### config.mk
export PLATFORM = sky130hd
export DESIGN_NAME = pio_ctrl_core
export DESIGN_NICKNAME = d
export VERILOG_FILES = /design/src/rtl/pio_ctrl_core.sv
export SDC_FILE = /design/constraint.sdc
export NUM_CORES = 1
export LEC_CHECK = 0
export CORE_MARGIN = 2
export CORE_UTILIZATION = 40
export DETAILED_ROUTE_END_ITERATION = 8
export GPL_ROUTABILITY_DRIVEN = 1
export HOLD_SLACK_MARGIN = 0.12
export SLEW_MARGIN = 20
export SYNTH_ARGS = -nofsm -noshare
export SYNTH_HDL_FRONTEND = slang
export SYNTH_SLANG_ARGS = --single-unit
### constraint.sdc
create_clock -name clk -period 8 [get_ports clk]
set_clock_uncertainty 0.05 [all_clocks]
set_input_delay 1.6 -clock clk [delete_from_list [all_inputs] [get_ports clk]]
set_output_delay 1.6 -clock clk [all_outputs]
set_load 0.1 [all_outputs]
### src/rtl/pio_ctrl_core.sv
// pio_ctrl_core: PIO bus register file, instruction memory, SM0 clock divider.
// Optional `PIO_IMEM_READBACK_EN adds a bus read port onto INSTR_MEM words.
module pio_ctrl_core #(
  parameter int IMEM_DEPTH = 32,
  parameter int IMEM_W     = 16
) (
  input  logic                          clk,
  input  logic                          reset,
  input  logic                          sel,
  input  logic                          RW,
  input  logic [11:0]                   addr,
  input  logic [31:0]                   wdata,
  output logic [31:0]                   rdata,
  output logic                          busy,
  input  logic [$clog2(IMEM_DEPTH)-1:0] pc,
  input  logic                          rd,
  output logic [IMEM_W-1:0]             instr_rdata,
  output logic                          instr_valid,
  output logic                          sm_enable,
  output logic                          sm_restart,
  output logic [4:0]                    wrap_top,
  output logic [4:0]                    wrap_bottom,
  output logic                          force_we,
  output logic [15:0]                   force_instr,
  output logic                          penable
);

  localparam int AW = $clog2(IMEM_DEPTH);

  localparam logic [11:0] A_CTRL  = 12'h000;
  localparam logic [11:0] A_IMEM  = 12'h048;
  localparam logic [11:0] A_DIV   = 12'h0C8;
  localparam logic [11:0] A_EXEC  = 12'h0CC;
  localparam logic [11:0] A_SHIFT = 12'h0D0;
  localparam logic [11:0] A_ADDR  = 12'h0D4;
  localparam logic [11:0] A_INSTR = 12'h0D8;

  localparam logic [11:0] A_IMEM_LAST =
    12'(A_IMEM + 12'(4 * (IMEM_DEPTH - 1)));
  localparam logic [AW-1:0] IMEM_BASE_W =
    AW'(A_IMEM >> 2);

  logic [3:0]  ctrl_en;
  logic [15:0] clkdiv_int;
  logic [7:0]  clkdiv_frac;
  logic [31:0] execctrl;
  logic [31:0] shiftctrl;

  logic [IMEM_W-1:0] imem [IMEM_DEPTH];

  logic bus_wr;
  logic bus_rd;
  assign bus_wr = sel & RW & ~reset;
  assign bus_rd = sel & ~RW & ~reset;

  logic hit_ctrl;
  logic hit_div;
  logic hit_exec;
  logic hit_shift;
  logic hit_addr;
  logic hit_instr;
  logic hit_imem;

  assign hit_ctrl  = (addr == A_CTRL);
  assign hit_div   = (addr == A_DIV);
  assign hit_exec  = (addr == A_EXEC);
  assign hit_shift = (addr == A_SHIFT);
  assign hit_addr  = (addr == A_ADDR);
  assign hit_instr = (addr == A_INSTR);
  assign hit_imem  = (addr >= A_IMEM)
                   && (addr <= A_IMEM_LAST)
                   && (addr[1:0] == 2'b00);

  // Word index relative to the INSTR_MEM base.
  logic [AW-1:0] widx;
  assign widx = addr[AW+1:2] - IMEM_BASE_W;

  assign sm_enable   = ctrl_en[0];
  assign wrap_top    = execctrl[16:12];
  assign wrap_bottom = execctrl[11:7];
  assign busy        = bus_rd;

  assign force_we    = bus_wr & hit_instr;
  assign force_instr = force_we ? wdata[15:0] : 16'h0;

  logic [31:0] rd_val;

  always_comb begin
    rd_val = '0;
    unique case (1'b1)
      hit_ctrl:  rd_val = {28'b0, ctrl_en};
      hit_div:   rd_val = {clkdiv_int, clkdiv_frac, 8'b0};
      hit_exec:  rd_val = execctrl;
      hit_shift: rd_val = shiftctrl;
      hit_addr:  rd_val = 32'(pc);
`ifdef PIO_IMEM_READBACK_EN
      hit_imem:  rd_val = 32'(imem[widx]);
`endif
      default:   rd_val = '0;
    endcase
  end

  always_ff @(posedge clk) begin
    if (reset) begin
      ctrl_en     <= '0;
      clkdiv_int  <= 16'd1;
      clkdiv_frac <= '0;
      execctrl    <= 32'h0001_F000;
      shiftctrl   <= 32'h000C_0000;
      sm_restart  <= 1'b0;
      rdata       <= '0;
      instr_valid <= 1'b0;
    end else begin
      sm_restart  <= bus_wr & hit_ctrl & wdata[4];
      instr_valid <= rd;
      if (bus_wr & hit_ctrl)
        ctrl_en <= wdata[3:0];
      if (bus_wr & hit_div) begin
        clkdiv_int  <= wdata[31:16];
        clkdiv_frac <= wdata[15:8];
      end
      if (bus_wr & hit_exec)
        execctrl <= wdata;
      if (bus_wr & hit_shift)
        shiftctrl <= wdata;
      if (bus_rd)
        rdata <= rd_val;
    end
  end

  // Memory is deliberately left out of reset.
  always_ff @(posedge clk) begin
    if (bus_wr & hit_imem)
      imem[widx] <= wdata[IMEM_W-1:0];
    if (rd)
      instr_rdata <= imem[pc];
  end

  logic [23:0] div;
  logic [24:0] acc;
  logic [24:0] acc_sum;
  logic        div_bypass;
  logic        acc_wrap;
  logic        div_clear;

  assign div        = {clkdiv_int, clkdiv_frac};
  assign acc_sum    = acc + 25'd256;
  assign div_bypass = (clkdiv_int < 16'd2);
  assign acc_wrap   = (acc_sum >= {1'b0, div});
  assign penable    = div_bypass | acc_wrap;

  assign div_clear = bus_wr
                   & (hit_div | (hit_ctrl & wdata[8]));

  always_ff @(posedge clk) begin
    if (reset || div_clear || div_bypass)
      acc <= '0;
    else if (acc_wrap)
      acc <= acc_sum - {1'b0, div};
    else
      acc <= acc_sum;
  end

endmodule

# Word-level counts from Yosys, hierarchy flattened
# Memory sizes are Yosys's and may differ from the RTL's. A register that Yosys moved wholly into a read port is not among the register bits.
# Index checks and enable logic that the tools add are counted.
totals:
  input_bits: 54
  regBits: 151
  n_memories: 1
  ram_bits: 512
  wordCells: 50
memory_table:
  columns: ["memory", "words", "width", "read_ports", "rd_ports_with_merged_regs", "write_ports", "line_no", "source"]
  rows:
  - ["imem", 32, 16, 1, 1, 1, "49", "logic [IMEM_W-1:0] imem [IMEM_DEPTH];"]
classes:
  eq_ne: 5
  n_lt_le_gt_ge: 4
  n_reduce_logical: 6
  mux: 5
  n_addsub: 3
  bitwise_logic: 17
op_table:
  columns: ["operator", "count"]
  rows:
  - ["one-hot mux 32 bit (5 select lines)", 1]
  - ["== test 12 x 8 -> 1 bit, second input constant", 5]
  - ["adder 25 x 9 -> 25 bit, second input constant", 1]
  - [">= comparator 25 x 24 -> 1 bit", 1]
  - ["two-way mux 25 bit", 1]
  - ["subtractor 25 x 24 -> 25 bit", 1]
  - ["< comparator 16 x 2 -> 1 bit, second input constant", 1]
  - ["two-way mux 16 bit", 1]
  - ["bitwise AND 1 bit", 13]
  - [">= comparator 12 x 7 -> 1 bit, second input constant", 1]
  - ["less-or-equal comparator 12 x 8 -> 1 bit, second input constant", 1]
  - ["logical NOT 12 bit", 1]
  - ["subtractor 5 bit, second input constant", 1]
  - ["logical AND 1 bit", 2]
  - ["logical NOT 2 bit", 1]
  - ["logical OR 1 bit", 2]
  - ["two-way mux 1 bit", 2]
  - ["inverter 1 bit", 2]
  - ["bitwise OR 1 bit", 2]

# Depth between registers and ports, before layout
# Gate-level depths: netlist of the first run.
depth:
  word_depth: 6
  ltp_mapped: 16

# Least setup slack after synthesis of the first run
# OpenSTA, ideal clock, no wires.
synth_path:
  kind: "input port to output port"
  from: "input addr[11]"
  to: "output force_instr[10]"
  required_time_ns: 6.350
  path_slack_ns: 1.610
  path_stages: 6
  arrival_time_ns: 4.740
  path_cell_list: "nor4_1 > nand3b_1 > or3_1 > nor3_1 > clkbuf_1 > and2_1"
synth_via:
  elab_chain_len: 3
synth_rtl:
  columns: ["item", "line_no", "source"]
  rows:
  - ["from (decl)", "11", "input logic [11:0] addr,"]
  - ["== test 12 x 8 -> 1 bit", "69", "assign hit_instr = (addr == A_INSTR);"]
  - ["bitwise AND 1 bit", "83", "assign force_we = bus_wr & hit_instr;"]
  - ["named net force_we", "23", "output logic force_we,"]
  - ["two-way mux 16 bit", "84", "assign force_instr = force_we ? wdata[15:0] : 16'h0;"]
  - ["to (decl)", "24", "output logic [15:0] force_instr,"]
# The timed path passes the listed nets, and every way through them passes these cells.

# Final worst setup path of the first run
layout_path:
  from: "register acc[8]"
  to: "output penable"
layout_via:
  elab_chain_len: 3
layout_rtl:
  columns: ["item", "line_no", "source"]
  rows:
  - ["from (decl)", "140", "logic [24:0] acc;"]
  - ["from (signal assigned)", "159", "acc <= acc_sum - {1'b0, div};"]
  - ["from (signal assigned)", "161", "acc <= acc_sum;"]
  - ["adder 25 x 9 -> 25 bit", "147", "assign acc_sum = acc + 25'd256;"]
  - [">= comparator 25 x 24 -> 1 bit", "149", "assign acc_wrap = (acc_sum >= {1'b0, div});"]
  - ["bitwise OR 1 bit", "150", "assign penable = div_bypass | acc_wrap;"]
  - ["to (decl)", "25", "output logic penable"]
# No other way between the ends.

==> flow_metrics.env, run 1 <==
export IMPL_initial_core_util=0.404
export IMPL_ys_seq_elements=679
export IMPL_wl_per_cell_um=25.3
export IMPL_avgSynthCellArea_um2=15.8
export IMPL_whs_ns=0.407
export IMPL_critPathKind="flop to output port"
export IMPL_vias=16400
export IMPL_min_path_cells=2
export IMPL_final_cell_area_um2=32600
export IMPL_reg2reg_from="acc[8]"
export IMPL_critPathArrivalTime_ns=4.83
export IMPL_max_freq_mhz=154
export IMPL_postCtsSetupBuffers=0
export IMPL_fp_dieW_um=267
export IMPL_synth_nets=1829
export IMPL_synth_top_cell_by_area="edfxtp_1"
export IMPL_grt_usage=0.205
export IMPL_clock_latency_ns=0.63
export IMPL_cts_root_buffer="clkbuf_16"
export IMPL_wirelength_mm=72.2
export IMPL_timing_final_crit_share=0.810
export IMPL_place_congestion=0.887
export IMPL_antenna_left=0
export IMPL_ys_async_sr_fraction=0
export IMPL_grt_pass1_wl_mm=107
export IMPL_r2r_cells=15
export IMPL_cts_sinks=679
export IMPL_area_delta_synth_final_pct=18.1
export IMPL_synth_ff_type="edfxtp_1"
export IMPL_netlist_area_um2=27600
export IMPL_first_iter_violations=1860
export IMPL_firstDrtPassIters=7
export IMPL_reg2reg_slack_ns=3.83
export IMPL_synthCells=1748
export IMPL_whs_endpoint="shiftctrl[2]"
export IMPL_yosys_top_cells_count="edfxtp_1, nand2_1, mux4_2, dfxtp_1"
export IMPL_slew_violations=0
export IMPL_placed_cell_area_um2=30200
export IMPL_tns_ns=0
export IMPL_ys_seq_area_frac=0.683
export IMPL_start_kind="flop"
export IMPL_synth_top_cells_by_area="edfxtp_1, mux4_2, dfxtp_1"
export IMPL_worst_pin_slew_ns=1.10
export IMPL_vias_per_cell=5.74
export IMPL_nNetsFinal=1996
export IMPL_cp_required_ns=6.35
export IMPL_p_leak_nw=10.5
export IMPL_core_um2=68500
export IMPL_end_kind="output port"
export IMPL_clockBufferDepth=3
export IMPL_clkTransAtPathRegs_ns=0.07
export IMPL_final_hold_viol_count=0
export IMPL_critPathMaxFanout=5
export IMPL_dieHeight_um=267
export IMPL_yosysMostFrequentCell="edfxtp_1"
export IMPL_cts_tree="yes"
export IMPL_synth_top_area_share=0.574
export IMPL_hpwl_mm=44.3
export IMPL_io_buffers=133
export IMPL_drive_gt1_frac=0.216
export IMPL_cts_buffers_inserted=71
export IMPL_cts_resized=0
export IMPL_rows=96
export IMPL_total_power_w=0.00762
export IMPL_post_route_min_period_ns=6.48
export IMPL_antenna_found_initial=3
export IMPL_worst_hold_startpoint="shiftctrl[2]"
export IMPL_die_area_um2=71200
export IMPL_finish_utilization=0.476
export IMPL_pin_count=134
export IMPL_vdd_drop_max_v=0.000157
export IMPL_powerDensity_nw_per_um2=234
export IMPL_setup_viol=0
export IMPL_ctsHtreeMaxLevel=3
export IMPL_outcome="finished clean"
export IMPL_route_detailed_drc=0
export IMPL_grt_overflow=0
export IMPL_cts_hold_buffers_added=0
export IMPL_reg2reg_to="acc[15]"
export IMPL_hold_path_class="flop to flop"
export IMPL_slew_headroom=0.266
export IMPL_rsz0062_at_grt="false"
export IMPL_synth_distinct_cells=64
export IMPL_grt_max_degree=83
export IMPL_first_global_vias=16300
export IMPL_synth_edf_count=528
export IMPL_ys_warn_count=0
export IMPL_drv_cap=0
## sequential cells by signal, summed over array words and instances (netlist names)
register     count
imem           512
execctrl        32
rdata           32
shiftctrl       32
acc             25
clkdiv_int      16
instr_rdata     16
clkdiv_frac      8
ctrl_en          4
instr_valid      1
sm_restart       1
## worst max-delay path: stages, from the launching register on
cell and delay (ns):
dfxtp_1 0.38, ha_1 0.22, nand3_1 0.13, nor2_1 0.38, nand4_1 0.17, xnor2_1 0.18, ha_1 0.36, and3_1 0.20
nand4_1 0.11, a211oi_1 0.43, o21ai_0 0.20, o211a_1 0.18, nand2_1 0.09, clkdlybuf4s50_1 1.16
## power breakdown
part / switching [W] / total [W] / leakage (nW) / internal [W]
sequential: 0.00000199 / 0.00381 / 5.97 / 0.00380
clock: 0.00143 / 0.00344 / 1.18 / 0.00201
combinational: 0.000237 / 0.000375 / 3.32 / 0.000137
## layer usage
layer	share of wire	wire, um	global-route usage
met3	0.084	6050	0.0389
met1	0.43	30900	0.294
met2	0.47	33900	0.322
met5	0	0	0
met4	0.019	1360	0.0534
## metrics by stage
stage | worst slack [ns] | instances
after floorplan | 1.61 | 1748
after global placement | 2.13 | 2724
after detailed placement | 2.02 | 2724
after CTS | 1.53 | 2856
after global routing | 1.26 | 2856
final | 1.52 | 2857
## worst max-delay path by stage
| stage | slack [ns] | end | startpoint |
|---|---|---|---|
| 3_3_place_gp | 2.13 | busy | sel |
| 2_1_floorplan | 1.61 | force_instr[10] | addr[11] |
| 4_1_cts | 1.53 | penable | acc[8] |
| 3_5_place_dp | 2.02 | force_instr[6] | addr[10] |
| 5_1_grt | 1.26 | penable | acc[8] |
| 6_report | 1.52 | penable | acc[8] |
## layout by cell type (no fill, tap or decap), types with 5 or more instances in the layout
master	netlist	layout
edfxtp_1	528	528
nand2_1	219	219
mux4_2	160	160
dfxtp_1	151	151
clkdlybuf4s50_1	0	111
a21oi_1	110	110
buf_4	12	82
nor2_1	110	78
clkbuf_16	0	72
inv_1	35	35
nor2_2	0	31
a222oi_1	29	29
a2bb2oi_1	28	28
ha_1	26	26
xnor2_1	24	24
nand3_1	21	20
and2_1	20	20
mux2_2	16	16
nand3b_1	16	16
xor2_1	14	14
clkinv_2	0	13
o21ai_0	11	11
clkinv_1	0	11
mux2i_1	10	10
clkbuf_1	69	10
bufinv_16	0	10
nand4_1	9	9
a211oi_1	9	9
nor4_1	8	8
nor3_1	9	7
a21o_1	7	7
nor2b_1	6	6
clkinvlp_4	0	6
or3_1	5	5
## kinds of logic (layout without fill, tap and decap cells)
| logic type | count (synthesis) | in the layout | synth area share |
|---|---|---|---|
| buffers and inverters | 140 | 366 | 0.0212 |
| XOR/XNOR | 38 | 38 | 0.0120 |
| flip-flops | 679 | 679 | 0.683 |
| AND/OR/NAND/NOR | 445 | 445 | 0.0715 |
| multiplexers | 186 | 186 | 0.141 |
| AO/OA/AOI/OAI | 233 | 233 | 0.0589 |
| other | 0 | 1 | 0 |
| adder cells (fa/ha/maj) | 27 | 27 | 0.0125 |
## cell type report
cell class                      instances  area (um^2)
Sequential cell                       679        18900
Fill cell                            5824        35800
Clock buffer                           82         1840
Tap cell                              882         1100
Clock inverter                         50          602
Antenna cell                            1         2.50
Multi-Input combinational cell        929         8280
Inverter                               36          135
Timing Repair Buffer                  198         1780
No activity file was read; power rests on OpenSTA's default activity.
==> run 2: changes to the inputs <==
==> constraint.sdc (replaced) <==
create_clock -name clk -period 6.4 [get_ports clk]
set_clock_uncertainty 0.05 [all_clocks]
set_input_delay 1.28 -clock clk [delete_from_list [all_inputs] [get_ports clk]]
set_output_delay 1.28 -clock clk [all_outputs]
set_load 0.1 [all_outputs]
==> run 2 against run 1 <==
  * Combinational power rose by 34%
  * Sequential power increased by 25%
  * Final area about the same
  * Critical path type is now input pin to output port
==> flow_metrics.env, run 2 (synthesis gave the netlist of run 1 again) <==
export IMPL_outcome="finished clean"
export IMPL_vdd_drop_max_v=0.000174
export IMPL_ctsHtreeMaxLevel=3
export IMPL_critPathMaxFanout=17
export IMPL_antenna_found_initial=7
export IMPL_total_power_w=0.00949
export IMPL_final_hold_viol_count=0
export IMPL_cp_top_family="simple AND/OR/NAND/NOR gates"
export IMPL_area_delta_synth_final_pct=18.0
export IMPL_wl_per_cell_um=25.7
export IMPL_critPathArrivalTime_ns=4.04
export IMPL_top_register="imem"
export IMPL_first_global_vias=16000
export IMPL_cts_root_buffer="clkbuf_16"
export IMPL_cp_required_ns=5.07
export IMPL_nFillCells=5819
export IMPL_grt_max_degree=112
export IMPL_route_detailed_drc=0
export IMPL_end_kind="output port"
export IMPL_drive_gt1_frac=0.207
export IMPL_initial_core_util=0.404
export IMPL_vias_per_cell=5.71
export IMPL_cts_buffers_inserted=72
export IMPL_final_cell_area_um2=32600
export IMPL_clockBufferDepth=3
export IMPL_multi_input_area_um2=8270
export IMPL_grt_pass1_wl_mm=107
export IMPL_setup_viol=0
export IMPL_max_stage_delay_ns=0.66
export IMPL_start_kind="input pin"
export IMPL_cts_resized=0
export IMPL_hpwl_mm=46.8
export IMPL_max_freq_mhz=186
export IMPL_postCtsSetupBuffers=0
export IMPL_first_iter_violations=1969
export IMPL_drv_cap=0
export IMPL_slowest_stage="nor3_2"
export IMPL_grt_overflow=0
export IMPL_core_um2=68500
export IMPL_cts_hold_buffers_added=0
export IMPL_slew_violations=0
export IMPL_critPathKind="input pin to output port"
export IMPL_vias=16200
export IMPL_nNetsFinal=1974
export IMPL_cts_tree="yes"
export IMPL_clock_latency_ns=0.62
export IMPL_dieHeight_um=267
export IMPL_firstDrtPassIters=6
export IMPL_seq_area_um2=18900
export IMPL_crit_buf_inv=2
export IMPL_crit_chain="clkdlybuf4s50_1, nor4_1, nand3b_1, or3_1, nor3_2, and2_1, buf_12"
export IMPL_powerDensity_nw_per_um2=291
export IMPL_final_common_cell="edfxtp_1"
export IMPL_wirelength_mm=72.7
export IMPL_io_buffers=133
export IMPL_p_leak_nw=10.4
export IMPL_largest_reg_flops=512
export IMPL_pin_count=134
export IMPL_slew_headroom=0.237
export IMPL_rsz0062_at_grt="false"
export IMPL_worst_pin_slew_ns=1.14
export IMPL_die_area_um2=71200
export IMPL_timing_final_crit_share=0.839
export IMPL_fp_dieW_um=267
export IMPL_post_route_min_period_ns=5.37
export IMPL_place_congestion=0.895
export IMPL_cts_sinks=679
export IMPL_placed_cell_area_um2=30200
export IMPL_antenna_left=0
export IMPL_final_cell_mix="edfxtp_1, nand2_1, mux4_2"
export IMPL_grt_usage=0.206
export IMPL_tns_ns=0
export IMPL_rows=96
export IMPL_hold_path_class="flop to flop"
export IMPL_clkTransAtPathRegs_ns=0.06
run 2: cell types whose count changed in the layout (fill, tap and decap cells not counted), moves of 2 or more:
cell / before / now
inv_16: 4 / 2
clkbuf_1: 10 / 17
buf_4: 82 / 43
clkbuf_8: 1 / 3
clkinvlp_4: 6 / 4
clkbuf_16: 72 / 75
clkinv_1: 11 / 6
clkinv_2: 13 / 9
buf_2: 2 / 5
clkdlybuf4s50_1: 111 / 106
clkinv_8: 0 / 2
buf_12: 1 / 18
bufinv_16: 10 / 7
run 2: metrics by stage:
stage | utilization | std cells | hold WS (ns) | setup WS [ns]
2_1_floorplan | - | 1748 | 0.381 | 0.650
3_3_place_gp | 0.441 | 2701 | 0.387 | 1.20
3_5_place_dp | 0.441 | 2701 | 0.398 | 1.04
4_1_cts | 0.476 | 2831 | 0.406 | 1.01
5_1_grt | 0.476 | 2831 | 0.427 | 0.658
6_report | 0.476 | 2832 | 0.407 | 1.03
run 2: power breakdown:
| part | switching, W | total (W) | internal [W] |
|---|---|---|---|
| clock network | 0.00175 | 0.00423 | 0.00248 |
| logic | 0.000331 | 0.000503 | 0.000173 |
| registers | 0.00000279 | 0.00476 | 0.00476 |
run 2: worst reg2reg max path: stages, from the launching register on:
cell and delay [ns]:
dfxtp_1 0.37, ha_1 0.23, nand3_1 0.13, nor2_1 0.38, nand2_1 0.12, xnor2_1 0.21
ha_1 0.35, a211oi_1 0.25, o21bai_1 0.14, a2111o_1 0.42, a31oi_1 0.28, o211a_1 0.20
buf_4 0.34, inv_2 0.24, mux2i_1 0.19, nor2_1 0.06
run 2: layout make-up:
type / count / share of cell area
tap: 882 / 0.0339
clock buffer: 95 / 0.0606
timing repair buffer: 175 / 0.0554
sequential: 679 / 0.579
clock inverter: 35 / 0.0130
inverter: 36 / 0.00415
antenna: 1 / 0.0000768
multi-input combinational: 929 / 0.254
run 2: layer usage:
| layer | track usage | up-vias | share of wire |
|---|---|---|---|
| li1 | - | 7073 | - |
| met2 | 0.302 | 742 | 0.44 |
| met1 | 0.309 | 8266 | 0.44 |
| met3 | 0.0524 | 92 | 0.10 |
| met4 | 0.0486 | 4 | 0.016 |
| met5 | 0 | - | 0.00038 |
run 2: final timing paths:
path | startpoint | end | slack [ns] | cells after the start
min | shiftctrl[22] | shiftctrl[22] | 0.41 | 2
max reg2reg | acc[8] | acc[16] | 2.28 | 15
max | addr[10] | force_instr[8] | 1.03 | 7
min reg2reg | shiftctrl[22] | shiftctrl[22] | 0.41 | 2
==> run 3: changes to the inputs <==
==> constraint.sdc (replaced) <==
create_clock -name clk -period 5.4 [get_ports clk]
set_clock_uncertainty 0.05 [all_clocks]
set_input_delay 1.08 -clock clk [delete_from_list [all_inputs] [get_ports clk]]
set_output_delay 1.08 -clock clk [all_outputs]
set_load 0.1 [all_outputs]
==> run 3 against run 2 <==
  * Sequential power grew 18%
  * Global-route usage grew 0.63 points
  * Clock power grew 8.0%
  * Critical path type is now flop to output port
  * Largest cell class unchanged
==> flow_metrics.env, run 3 (synthesis gave the netlist of run 1 again) <==
export IMPL_dieHeight_um=267
export IMPL_hold_path_class="flop to flop"
export IMPL_antenna_left=0
export IMPL_post_route_min_period_ns=5.10
export IMPL_initial_core_util=0.404
export IMPL_reg2reg_slack_ns=1.32
export IMPL_core_um2=68500
export IMPL_clock_latency_ns=0.61
export IMPL_top_register="imem"
export IMPL_cp_required_ns=4.27
export IMPL_vias=16500
export IMPL_crit_chain="ha_1, nand3_1, nor2_1, nand2_1, xnor2_1, ha_1, a211oi_1, o21bai_1, a2111o_1, a31oi_1, o211a_1, nand2_1, buf_12"
export IMPL_vias_per_cell=5.74
export IMPL_endpoint="penable"
export IMPL_nFillCells=5874
export IMPL_first_iter_violations=1994
export IMPL_route_detailed_drc=0
export IMPL_clkTransAtPathRegs_ns=0.06
export IMPL_cts_tree="yes"
export IMPL_grt_overflow=0
export IMPL_max_freq_mhz=196
export IMPL_start_kind="flop"
export IMPL_final_hold_viol_count=0
export IMPL_end_kind="output port"
export IMPL_slew_violations=0
export IMPL_ctsHtreeMaxLevel=3
export IMPL_dpl_cell_count=2740
export IMPL_postCtsSetupBuffers=0
export IMPL_final_cell_mix="edfxtp_1, nand2_1, mux4_2"
export IMPL_hpwl_mm=48.6
export IMPL_wl_per_cell_um=26.0
export IMPL_pre_cts_ws_ns=0.975
export IMPL_slowest_stage="a2111o_1"
export IMPL_rows=96
export IMPL_antenna_found_initial=1
export IMPL_cts_buffers_inserted=71
export IMPL_critPathMaxFanout=7
export IMPL_cts_hold_buffers_added=0
export IMPL_critPathKind="flop to output port"
export IMPL_grt_usage=0.213
export IMPL_wirelength_mm=74.5
export IMPL_finalNonFillerCells=2866
export IMPL_max_stage_delay_ns=0.42
export IMPL_timing_final_crit_share=0.945
export IMPL_die_area_um2=71200
export IMPL_final_common_cell="edfxtp_1"
export IMPL_r2r_cells=15
export IMPL_cts_resized=0
export IMPL_grt_pass1_wl_mm=110
export IMPL_worst_pin_slew_ns=1.13
export IMPL_critPathArrivalTime_ns=3.97
export IMPL_pin_count=134
export IMPL_p_leak_nw=10.5
export IMPL_cts_root_buffer="clkbuf_16"
export IMPL_powerDensity_nw_per_um2=331
export IMPL_vdd_drop_max_v=0.000210
export IMPL_area_delta_synth_final_pct=18.2
export IMPL_clockBufferDepth=3
export IMPL_io_buffers=133
export IMPL_reg2reg_to="acc[21]"
export IMPL_reg2reg_from="acc[8]"
export IMPL_grt_max_degree=107
export IMPL_slew_headroom=0.250
export IMPL_first_global_vias=16400
export IMPL_drv_cap=0
export IMPL_fp_dieW_um=267
export IMPL_outcome="finished clean"
export IMPL_tns_ns=0
export IMPL_setup_ws_ns=0.299
export IMPL_crit_path_start="acc[8]"
export IMPL_cts_sinks=679
export IMPL_firstDrtPassIters=8
export IMPL_rsz0062_at_grt="false"
export IMPL_place_congestion=0.876
export IMPL_largest_reg_flops=512
export IMPL_setup_viol=0
export IMPL_nNetsFinal=2012
export IMPL_drive_gt1_frac=0.216
-- run 3: cell types whose count changed in the layout (fill, tap and decap cells not counted), sizes merged --
cell	previous run	this run
clkinvlp	5	3
buf	68	106
clkbuf	96	93
clkinv	18	23
clkdlybuf4s50	106	107
bufinv	7	2
-- run 3: area by class of cell --
class                      instances  area [um^2]  area share
clock buffer                      92         1880      0.0576
clock inverter                    33          263     0.00804
sequential                       679        18900       0.578
multi-input combinational        929         8270       0.253
tap                              882         1100      0.0338
inverter                          36          135     0.00414
antenna                            1         2.50   0.0000766
timing repair buffer             214         2140      0.0654
-- run 3: worst min-delay path by stage --
stage / from / end / slack, ns / cells past startpoint
2_1_floorplan: shiftctrl[31] / shiftctrl[31] / 0.38 / 2
3_3_place_gp: shiftctrl[28] / shiftctrl[28] / 0.39 / 2
3_5_place_dp: shiftctrl[29] / shiftctrl[29] / 0.39 / 2
4_1_cts: shiftctrl[29] / shiftctrl[29] / 0.40 / 2
5_1_grt: shiftctrl[27] / shiftctrl[27] / 0.41 / 2
6_report: shiftctrl[29] / shiftctrl[29] / 0.40 / 2
-- run 3: where the power goes --
part           switching [W]  internal (W)
clock network        0.00200       0.00257
registers         0.00000316       0.00564
logic               0.000391      0.000208
total                0.00239       0.00842
-- run 3: per-stage QoR --
stage / utilization / hold WS [ns] / total power (W) / cell area, um^2
5_1_grt: 0.477 / 0.415 / 0.0111 / 32700
3_5_place_dp: 0.446 / 0.393 / 0.00635 / 30500
6_report: 0.477 / 0.402 / 0.0108 / 32700
4_1_cts: 0.477 / 0.401 / 0.0109 / 32700
3_3_place_gp: 0.446 / 0.387 / 0.00635 / 30500
2_1_floorplan: - / 0.381 / 0.00607 / 27600
-- run 3: critical path, delay by kind of cell (launching register included) --
family | cells | cell delay [ns]
fa+ha+maj | 2 | 0.59
flops | 1 | 0.37
simple gates | 4 | 0.70
compound gates | 5 | 1.28
xor+xnor | 1 | 0.22
buf+inv | 1 | 0.19
-- run 3: layer usage --
metal  track usage  vias to the layer above  routed length (um)
met5             0                        -                  16
li1              -                     7135                   -
met3        0.0527                       80                7700
met4        0.0519                        2                1370
met2         0.317                      807               33300
met1         0.314                     8429               32100
